$ cat config.mk
export PLATFORM = sky130hd
export DESIGN_NAME = sram_mem_controller
export DESIGN_NICKNAME = d
export VERILOG_FILES = /design/src/rtl/mem_ctrl_pkg.sv /design/src/rtl/sram_wait_counter.sv /design/src/rtl/sram_mem_controller.sv
export SDC_FILE = /design/constraint.sdc
export NUM_CORES = 1
export LEC_CHECK = 0
export BUFFER_PORTS_ARGS = -buffer_cell sky130_fd_sc_hd__buf_2
export CAP_MARGIN = 40
export CORE_MARGIN = 4
export CORE_UTILIZATION = 39
export DETAILED_ROUTE_END_ITERATION = 7
export PLACE_DENSITY = 0.6
export RECOVER_POWER = 50
export REMOVE_ABC_BUFFERS = 1
export SYNTH_ARGS = -nofsm -noshare
export SYNTH_HDL_FRONTEND = slang
export SYNTH_HIERARCHICAL = 1
export SYNTH_SLANG_ARGS = --single-unit
$ cat constraint.sdc
create_clock -name clk -period 5.9 [get_ports clk]
set_input_delay 1.18 -clock clk [delete_from_list [all_inputs] [get_ports clk]]
set_output_delay 1.18 -clock clk [all_outputs]
set_load 0.005 [all_outputs]
$ cat src/rtl/mem_ctrl_pkg.sv
// Shared types and constants for the memory-stage SRAM controller.
package mem_ctrl_pkg;

   typedef enum logic [1:0] {
      ST_IDLE,
      ST_LOW,
      ST_HIGH,
      ST_DONE
   } state_e;

   localparam logic [31:0] DATA_BASE_DEF = 32'd1024;
   localparam int unsigned SRAM_AW       = 18;
   localparam int unsigned SRAM_DW       = 16;
   localparam int unsigned WORD_IDX_W    = SRAM_AW - 1;

endpackage

$ cat src/rtl/sram_wait_counter.sv
// Loadable down-counter that times each SRAM half-access; done_o is high on the final cycle.
module sram_wait_counter #(
   parameter int unsigned WAIT_CYCLES = 2
) (
   input  logic clk,
   input  logic rst,
   input  logic load_i,
   output logic done_o
);

   localparam int unsigned CW = $clog2(WAIT_CYCLES + 1);

   logic [CW-1:0] count_q;

   // NOTE: sequential state uses non-blocking assignments so every register samples pre-edge values.
   always_ff @(posedge clk or posedge rst) begin
      if (rst) begin
         count_q <= '0;
      end else if (load_i) begin
         count_q <= CW'(WAIT_CYCLES - 1);
      end else if (count_q != '0) begin
         count_q <= count_q - CW'(1);
      end
   end

   assign done_o = (count_q == '0);

endmodule

$ cat src/rtl/sram_mem_controller.sv
// Memory-stage controller: each 32-bit LDR/STR becomes two 16-bit SRAM half-accesses.
// Optional bounds checking and the addr_err port are compiled in with SRAM_BOUNDS_CHECK_EN.
module sram_mem_controller
   import mem_ctrl_pkg::*;
#(
   parameter int unsigned WAIT_CYCLES = 2,
   parameter logic [31:0] DATA_BASE   = DATA_BASE_DEF
) (
   input  logic               clk,
   input  logic               rst,
   input  logic               rd_en,
   input  logic               wr_en,
   input  logic [31:0]        address,
   input  logic [31:0]        write_data,
   output logic [31:0]        read_data,
   output logic               ready,
   output logic [SRAM_AW-1:0] sram_addr,
   input  logic [SRAM_DW-1:0] sram_dq_in,
   output logic [SRAM_DW-1:0] sram_dq_out,
   output logic               sram_dq_oe,
`ifdef SRAM_BOUNDS_CHECK_EN
   output logic               addr_err,
`endif
   output logic               sram_we_n
);

   state_e                 state_q;
   logic [WORD_IDX_W-1:0]  idx_q;
   logic [SRAM_DW-1:0]     wdata_hi_q;
   logic [SRAM_DW-1:0]     rd_lo_q;
   logic [31:0]            read_data_q;
   logic                   is_wr_q;
   logic                   we_n_q;
   logic                   oe_q;
   logic [SRAM_AW-1:0]     addr_q;
   logic [SRAM_DW-1:0]     dq_out_q;

   logic                   req;
   logic                   req_err;
   logic                   cnt_load;
   logic                   cnt_done;
   logic [WORD_IDX_W-1:0]  word_idx;

   assign req      = rd_en | wr_en;
   assign word_idx = WORD_IDX_W'((address - DATA_BASE) >> 2);

`ifdef SRAM_BOUNDS_CHECK_EN
   logic err_q;

   assign req_err  = (address < DATA_BASE) || (address[1:0] != 2'b00) ||
                     (((address - DATA_BASE) >> (WORD_IDX_W + 2)) != 32'd0);
   assign addr_err = err_q;
`else
   assign req_err  = 1'b0;
`endif

   assign cnt_load = ((state_q == ST_IDLE) && req && !req_err) ||
                     ((state_q == ST_LOW) && cnt_done);

   sram_wait_counter #(.WAIT_CYCLES(WAIT_CYCLES)) u_wait (
      .clk    (clk),
      .rst    (rst),
      .load_i (cnt_load),
      .done_o (cnt_done)
   );

   // NOTE: every register, including the captured read word, is asynchronously reset so an aborted access leaves no stale strobe.
   always_ff @(posedge clk or posedge rst) begin
      if (rst) begin
         state_q     <= ST_IDLE;
         idx_q       <= '0;
         wdata_hi_q  <= '0;
         rd_lo_q     <= '0;
         read_data_q <= '0;
         is_wr_q     <= 1'b0;
         we_n_q      <= 1'b1;
         oe_q        <= 1'b0;
         addr_q      <= '0;
         dq_out_q    <= '0;
`ifdef SRAM_BOUNDS_CHECK_EN
         err_q       <= 1'b0;
`endif
      end else begin
         case (state_q)
            ST_IDLE: begin
               if (req) begin
                  idx_q      <= word_idx;
                  wdata_hi_q <= write_data[31:16];
                  is_wr_q    <= wr_en;
                  if (req_err) begin
                     state_q <= ST_DONE;
`ifdef SRAM_BOUNDS_CHECK_EN
                     err_q   <= 1'b1;
`endif
                  end else begin
                     // Bus outputs are set up on entry so they are valid for the whole LOW phase.
                     state_q  <= ST_LOW;
                     addr_q   <= {word_idx, 1'b0};
                     dq_out_q <= write_data[15:0];
                     we_n_q   <= ~wr_en;
                     oe_q     <= wr_en;
                  end
               end
            end
            ST_LOW: begin
               if (cnt_done) begin
                  if (!is_wr_q) rd_lo_q <= sram_dq_in;
                  state_q  <= ST_HIGH;
                  addr_q   <= {idx_q, 1'b1};
                  dq_out_q <= wdata_hi_q;
               end
            end
            ST_HIGH: begin
               if (cnt_done) begin
                  // The full word is published at once so read_data never shows a half-updated value.
                  if (!is_wr_q) read_data_q <= {sram_dq_in, rd_lo_q};
                  state_q <= ST_DONE;
                  we_n_q  <= 1'b1;
                  oe_q    <= 1'b0;
               end
            end
            ST_DONE: begin
               state_q <= ST_IDLE;
`ifdef SRAM_BOUNDS_CHECK_EN
               err_q   <= 1'b0;
`endif
            end
            default: state_q <= ST_IDLE;
         endcase
      end
   end

   assign ready       = ~req | (state_q == ST_DONE);
   assign read_data   = read_data_q;
   assign sram_addr   = addr_q;
   assign sram_dq_out = dq_out_q;
   assign sram_dq_oe  = oe_q;
   assign sram_we_n   = we_n_q;

endmodule

After elaboration in Yosys (flattened, before gate mapping)
Index checks and enable logic that the tools add are counted.

Memories: 0. Bits in read-only memories: 0. Output and inout port bits: 69. Flip-flop bits (word level): 122. Bits in writable memories: 0. Word-level logic and storage cells: 57. Bits in latches: 0.

Shift-type cells: 0. Eq/ne operators: 6. Muxes and demuxes: 18. Bitwise logic cells: 5. Reduce and logical (&&, ||, !) cells: 15. $add $sub $neg: 2. Div/mod/pow operators: 0. $lt $le $gt $ge: 0. $mul: 0.

Operators with widths (count): 2-to-1 mux 18 bit (2); one-hot mux 18 bit (2 select lines) (1); 2-to-1 mux 16 bit (2); one-hot mux 16 bit (2 select lines) (1); subtractor 19 x 11 -> 19 bit (second input constant) (1); AND reduction 3 bit (5); 2-to-1 mux 2 bit (5); one-hot mux 2 bit (4 select lines) (1); nonzero test 2 bit (4); inequality test 2 bit (second input constant) (3); == test 2 bit (second input constant) (2); logical NOT 2 bit (2); 2-to-1 mux 1 bit (4); one-hot mux 1 bit (2 select lines) (2); inverter 1 bit (3); == test 2 x 1 -> 1 bit (second input constant) (1); logical AND 1 bit (2); bitwise OR 1 bit (2); AND reduction 2 bit (1); subtractor 2 x 1 -> 2 bit (second input constant) (1); logical OR 1 bit (1).

Logic depth before layout (Yosys ltp)
Word-level depth: 4. Mapped depth: 10.

Hierarchy
The synthesis kept the hierarchy.

Modules (own cells, without submodules): sram_mem_controller (times used 1, cells each 388, area each 5047.3 µm²); sram_wait_counter (times used 1, cells each 10, area each 102.6 µm²).

Least setup slack after synthesis
OpenSTA, ideal clock, no wires.

Path kind: input to output. From: input port rd_en. To: output port ready. Setup slack: 3.398 ns. Buffers on the path: 0. Arrival time: 1.322 ns. Cell stages on the path: 1. Required time: 4.720 ns. Cell sequence: o21bai_1.

Cells in the longest elaborated chain, start to end: 3.

Ends and longest elaborated chain: from (decl) (line sram_mem_controller.sv:11) `input logic rd_en,`; bitwise OR 1 bit (line sram_mem_controller.sv:44) `assign req = rd_en | wr_en;`; inverter 1 bit (line sram_mem_controller.sv:133) `assign ready = ~req | (state_q == ST_DONE);`; bitwise OR 1 bit (line sram_mem_controller.sv:133); to (decl) (line sram_mem_controller.sv:16) `output logic ready,`.

No other way between the ends.

Worst setup path after layout
From: input port rd_en. To: register addr_q[16] (netlist: sram_addr[16]).

Cells in the longest elaborated chain, start to end: 3.

Ends and longest elaborated chain: bitwise OR 1 bit (line sram_mem_controller.sv:44); inequality test 2 bit (no line); AND reduction 3 bit (no line); to (signal assigned) (line sram_mem_controller.sv:98) `addr_q <= {word_idx, 1'b0};`; to (signal assigned) (line sram_mem_controller.sv:109) `addr_q <= {idx_q, 1'b1};`; to (decl) (line sram_mem_controller.sv:35) `logic [SRAM_AW-1:0] addr_q;`.

No other way between the ends. A chain may end at the register's enable or synchronous reset.

==> flow_summary.toml <==
[power]
cell_internal_pwr_uw = 2510
total_leakage_power_uw = 0.00305
net-switching-power_uw = 1180
power-per-cell-area_nw_per_um2 = 568
power.combinational.fraction_pct = 35.7
clock_power_share_pct = 24.3
worst_ir_drop_vdd_uv = 223
design_power_total_uw = 3680
netSwitchingFraction_pct = 31.9
seq_power_share_pct = 40.1

[routing]
viasPerCell = 4.79
drt-wirelength-per-cell_um = 14.9
dr.first_iter.drc_count = 106
route.antenna.remaining_nets = 0
detailroute.via_count = 3452
final_routed_drc_violation_total = 0
drt_wl_total_mm = 10.8
drt-pass1-iter-count = 6

[global_routing]
grt_antenna_before_repair = 0
groute.usage.overall_pct = 15.2
grt_pass1_vias = 3616
grt_max_degree = 64
grt_first_pass_wirelength_mm = 17.6
global_route.overflow_total = 0

[layout]
layout.cells.most_common_list = "sky130_fd_sc_hd__buf_2 (136), sky130_fd_sc_hd__dfrtp_1 (121), sky130_fd_sc_hd__mux2_2 (75)"
area.growth.synth_to_final_pct = 26.0
mostFrequentLayoutCell = "sky130_fd_sc_hd__buf_2"
finalNetCount = 629
layout.cells.non_filler = 721
fillerInstances = 1144
antenna-diode-count = 0
multi_input_comb_area_um2 = 1930
layout-drive-gt1-share_pct = 45.0
sequential_cell_area_um2 = 3050

[cts]
clkSlewWorstSetupHoldPaths_ps = 50
cts_setup_buffers = 0
cts_max_path_buffers = 2
clk_latency_ps = 410
clkSinkCount = 122
cts_hold_repair.buffers = 0
cts-htree-levels = 4
cts_resized = 0
tritoncts = "done"
cts_root_buffer = "sky130_fd_sc_hd__clkbuf_16"
cts-buffers-inserted = 17

[critical_path]
critPathKind = "input pin to flip-flop"
worstSetupEndpointType = "flip-flop"
required_ps = 6180
worst_setup_path_start_kind = "input pin"
timing.reg2reg.setup_slack_ps = 2630
crit_path_max_incr_delay_ps = 1650
worstPathMaxFanout = 44
cp_data_arrival_time_ps = 3630
slowest_stage = "sky130_fd_sc_hd__clkbuf_1"
cp_cell_sequence = "buf_2 -> o21ai_4 -> clkbuf_1 -> or2_2 -> o211ai_1"

[status]
failing_checks = "max-capacitance violations, max-slew violations"
outcome = "finished, violations left"

[synth]
syn-mean-instance-area_um2 = 12.9
synth_cell_types = 41
async_reset_ff_share_pct = 100
yosys_register_bits = 122
synth_enable_flop_cells = 0
synth_area_um2 = 5150
syn_inst = 398
synthesis.yosys.warnings = 6
synth-main-ff-cell = "sky130_fd_sc_hd__dfrtp_1"
seq_area_frac_synth_pct = 59.3

[die]
die_h_um = 123
core_area_um2 = 12800
initial_core_util_pct = 40.3
io-pin-count = 153
die_width_um = 123
placement_rows = 41
fp.dieArea_um2 = 15100

[sta]
final-max-slew-violation-count = 78
fin_skew_ps = 5.44
fmax_ghz = 0.299
grt_setup_unrepaired = "false"
finalSetupViolations = 0
layout_min_cycle_time_ps = 3350
final_hold_viol_count = 0
worst_slew_pin_slew_ps = 2310
totalNegativeSetupSlack_ps = 0
slew-limit-headroom_pct = -54.0
final_min_period_over_clock_period_pct = 56.8

[flow_run]
timing.max_cap.violations = 2

[placement]
detailed_place_hpwl_mm = 7.53
gp_congestion = 0.717
io_buffer_count = 137
dp.cells = 691

[hold_path]
hp-class = "flip-flop to flip-flop"
## kinds of logic after synthesis
kind of cell             share of synthesized area (%)
flip-flops                                        59.3
multiplexers                                      21.3
AND/OR/NAND/NOR                                   6.12
AO/OA/AOI/OAI                                     6.75
buffers and inverters                             3.50
XOR/XNOR                                          1.36
adder cells (fa/ha/maj)                           1.70
## power groups by stage
stage | combinational, uW | clock [uW] | sequential [uW]
after CTS | 1340 | 921 | 1480
final | 1310 | 894 | 1480
after global placement | 1300 | 0 | 1460
after global routing | 1490 | 964 | 1530
after detailed placement | 1350 | 0 | 1490
after floorplan | 839 | 0 | 1480
## per-stage QoR
stage / setup WS (ps) / cell area (um^2) / util (%) / hold slack, ps
2_1_floorplan: 1540 / 5010 / - / 450
5_1_grt: 2400 / 6490 / 50.8 / 493
3_5_place_dp: 2970 / 5990 / 46.9 / 467
4_1_cts: 3130 / 6500 / 50.9 / 479
3_3_place_gp: 3000 / 5960 / 46.7 / 460
6_report: 2550 / 6490 / 50.8 / 476
## state kept, by name, indices dropped and copies added (netlist names)
signal	cells
wdata_hi_q	16
sram_dq_out	16
read_data	32
rd_lo_q	16
sram_we_n	1
u_wait/count_q	2
is_wr_q	1
sram_dq_oe	1
state_q	2
idx_q	17
sram_addr	18
## layer usage
metal | track usage [%] | up-vias | share of wire [%]
met5 | 0 | - | 0
met4 | 6.09 | 0 | 1.7
met3 | 7.23 | 14 | 10
met2 | 24.1 | 119 | 45
met1 | 17.8 | 1655 | 43
li1 | - | 1664 | -
## critical path: cells and delay by family
family | cells | cell delay [ps]
compound gates | 2 | 250
buf+inv | 2 | 1780
simple gates | 1 | 410
## synthesized netlist by cell type (2+ instances only)
cell type,n,area (um^2)
sky130_fd_sc_hd__or2_2,2,12.5
sky130_fd_sc_hd__ha_1,7,87.6
sky130_fd_sc_hd__dfrtp_1,121,3030
sky130_fd_sc_hd__a22oi_1,2,15.0
sky130_fd_sc_hd__a21oi_1,3,15.0
sky130_fd_sc_hd__buf_2,7,35.0
sky130_fd_sc_hd__clkbuf_2,2,10.0
sky130_fd_sc_hd__mux2i_1,25,250
sky130_fd_sc_hd__nor2b_1,2,12.5
sky130_fd_sc_hd__mux2_2,75,845
sky130_fd_sc_hd__xnor2_1,5,43.8
sky130_fd_sc_hd__inv_1,10,37.5
sky130_fd_sc_hd__o211ai_1,3,22.5
sky130_fd_sc_hd__o21ai_1,2,10.0
sky130_fd_sc_hd__buf_1,2,7.51
sky130_fd_sc_hd__nor2_1,7,26.3
sky130_fd_sc_hd__buf_6,6,67.6
sky130_fd_sc_hd__nand2b_1,2,12.5
sky130_fd_sc_hd__xor2_1,3,26.3
sky130_fd_sc_hd__clkbuf_1,4,15.0
sky130_fd_sc_hd__o21ai_0,41,205
sky130_fd_sc_hd__nand2_1,47,176
sky130_fd_sc_hd__nand3_1,2,10.0
## final timing paths
path | cells after the start | startpoint | endpoint
max | 5 | rd_en | sram_addr[16]$_DFFE_PP0P_
max reg2reg | 6 | state_q[0]$_DFFE_PP0P_ | sram_addr[16]$_DFFE_PP0P_
max in group asynchronous | 4 | rst | read_data[26]$_DFFE_PP0P_
min | 2 | sram_dq_out[14]$_DFFE_PP0P_ | sram_dq_out[14]$_DFFE_PP0P_
min reg2reg | 2 | sram_dq_out[14]$_DFFE_PP0P_ | sram_dq_out[14]$_DFFE_PP0P_
min in group asynchronous | 2 | rst | u_wait/count_q[1]$_DFFE_PP0P_
## cell type report
cell class | count | area share [%]
tap | 172 | 3.32
sequential | 122 | 47.1
timing repair buffer | 143 | 11.4
inverter | 10 | 0.598
clock buffer | 27 | 7.60
clock inverter | 3 | 0.231
multi-input combinational | 244 | 29.7
Note: power is estimated with default switching activity, not from simulation.
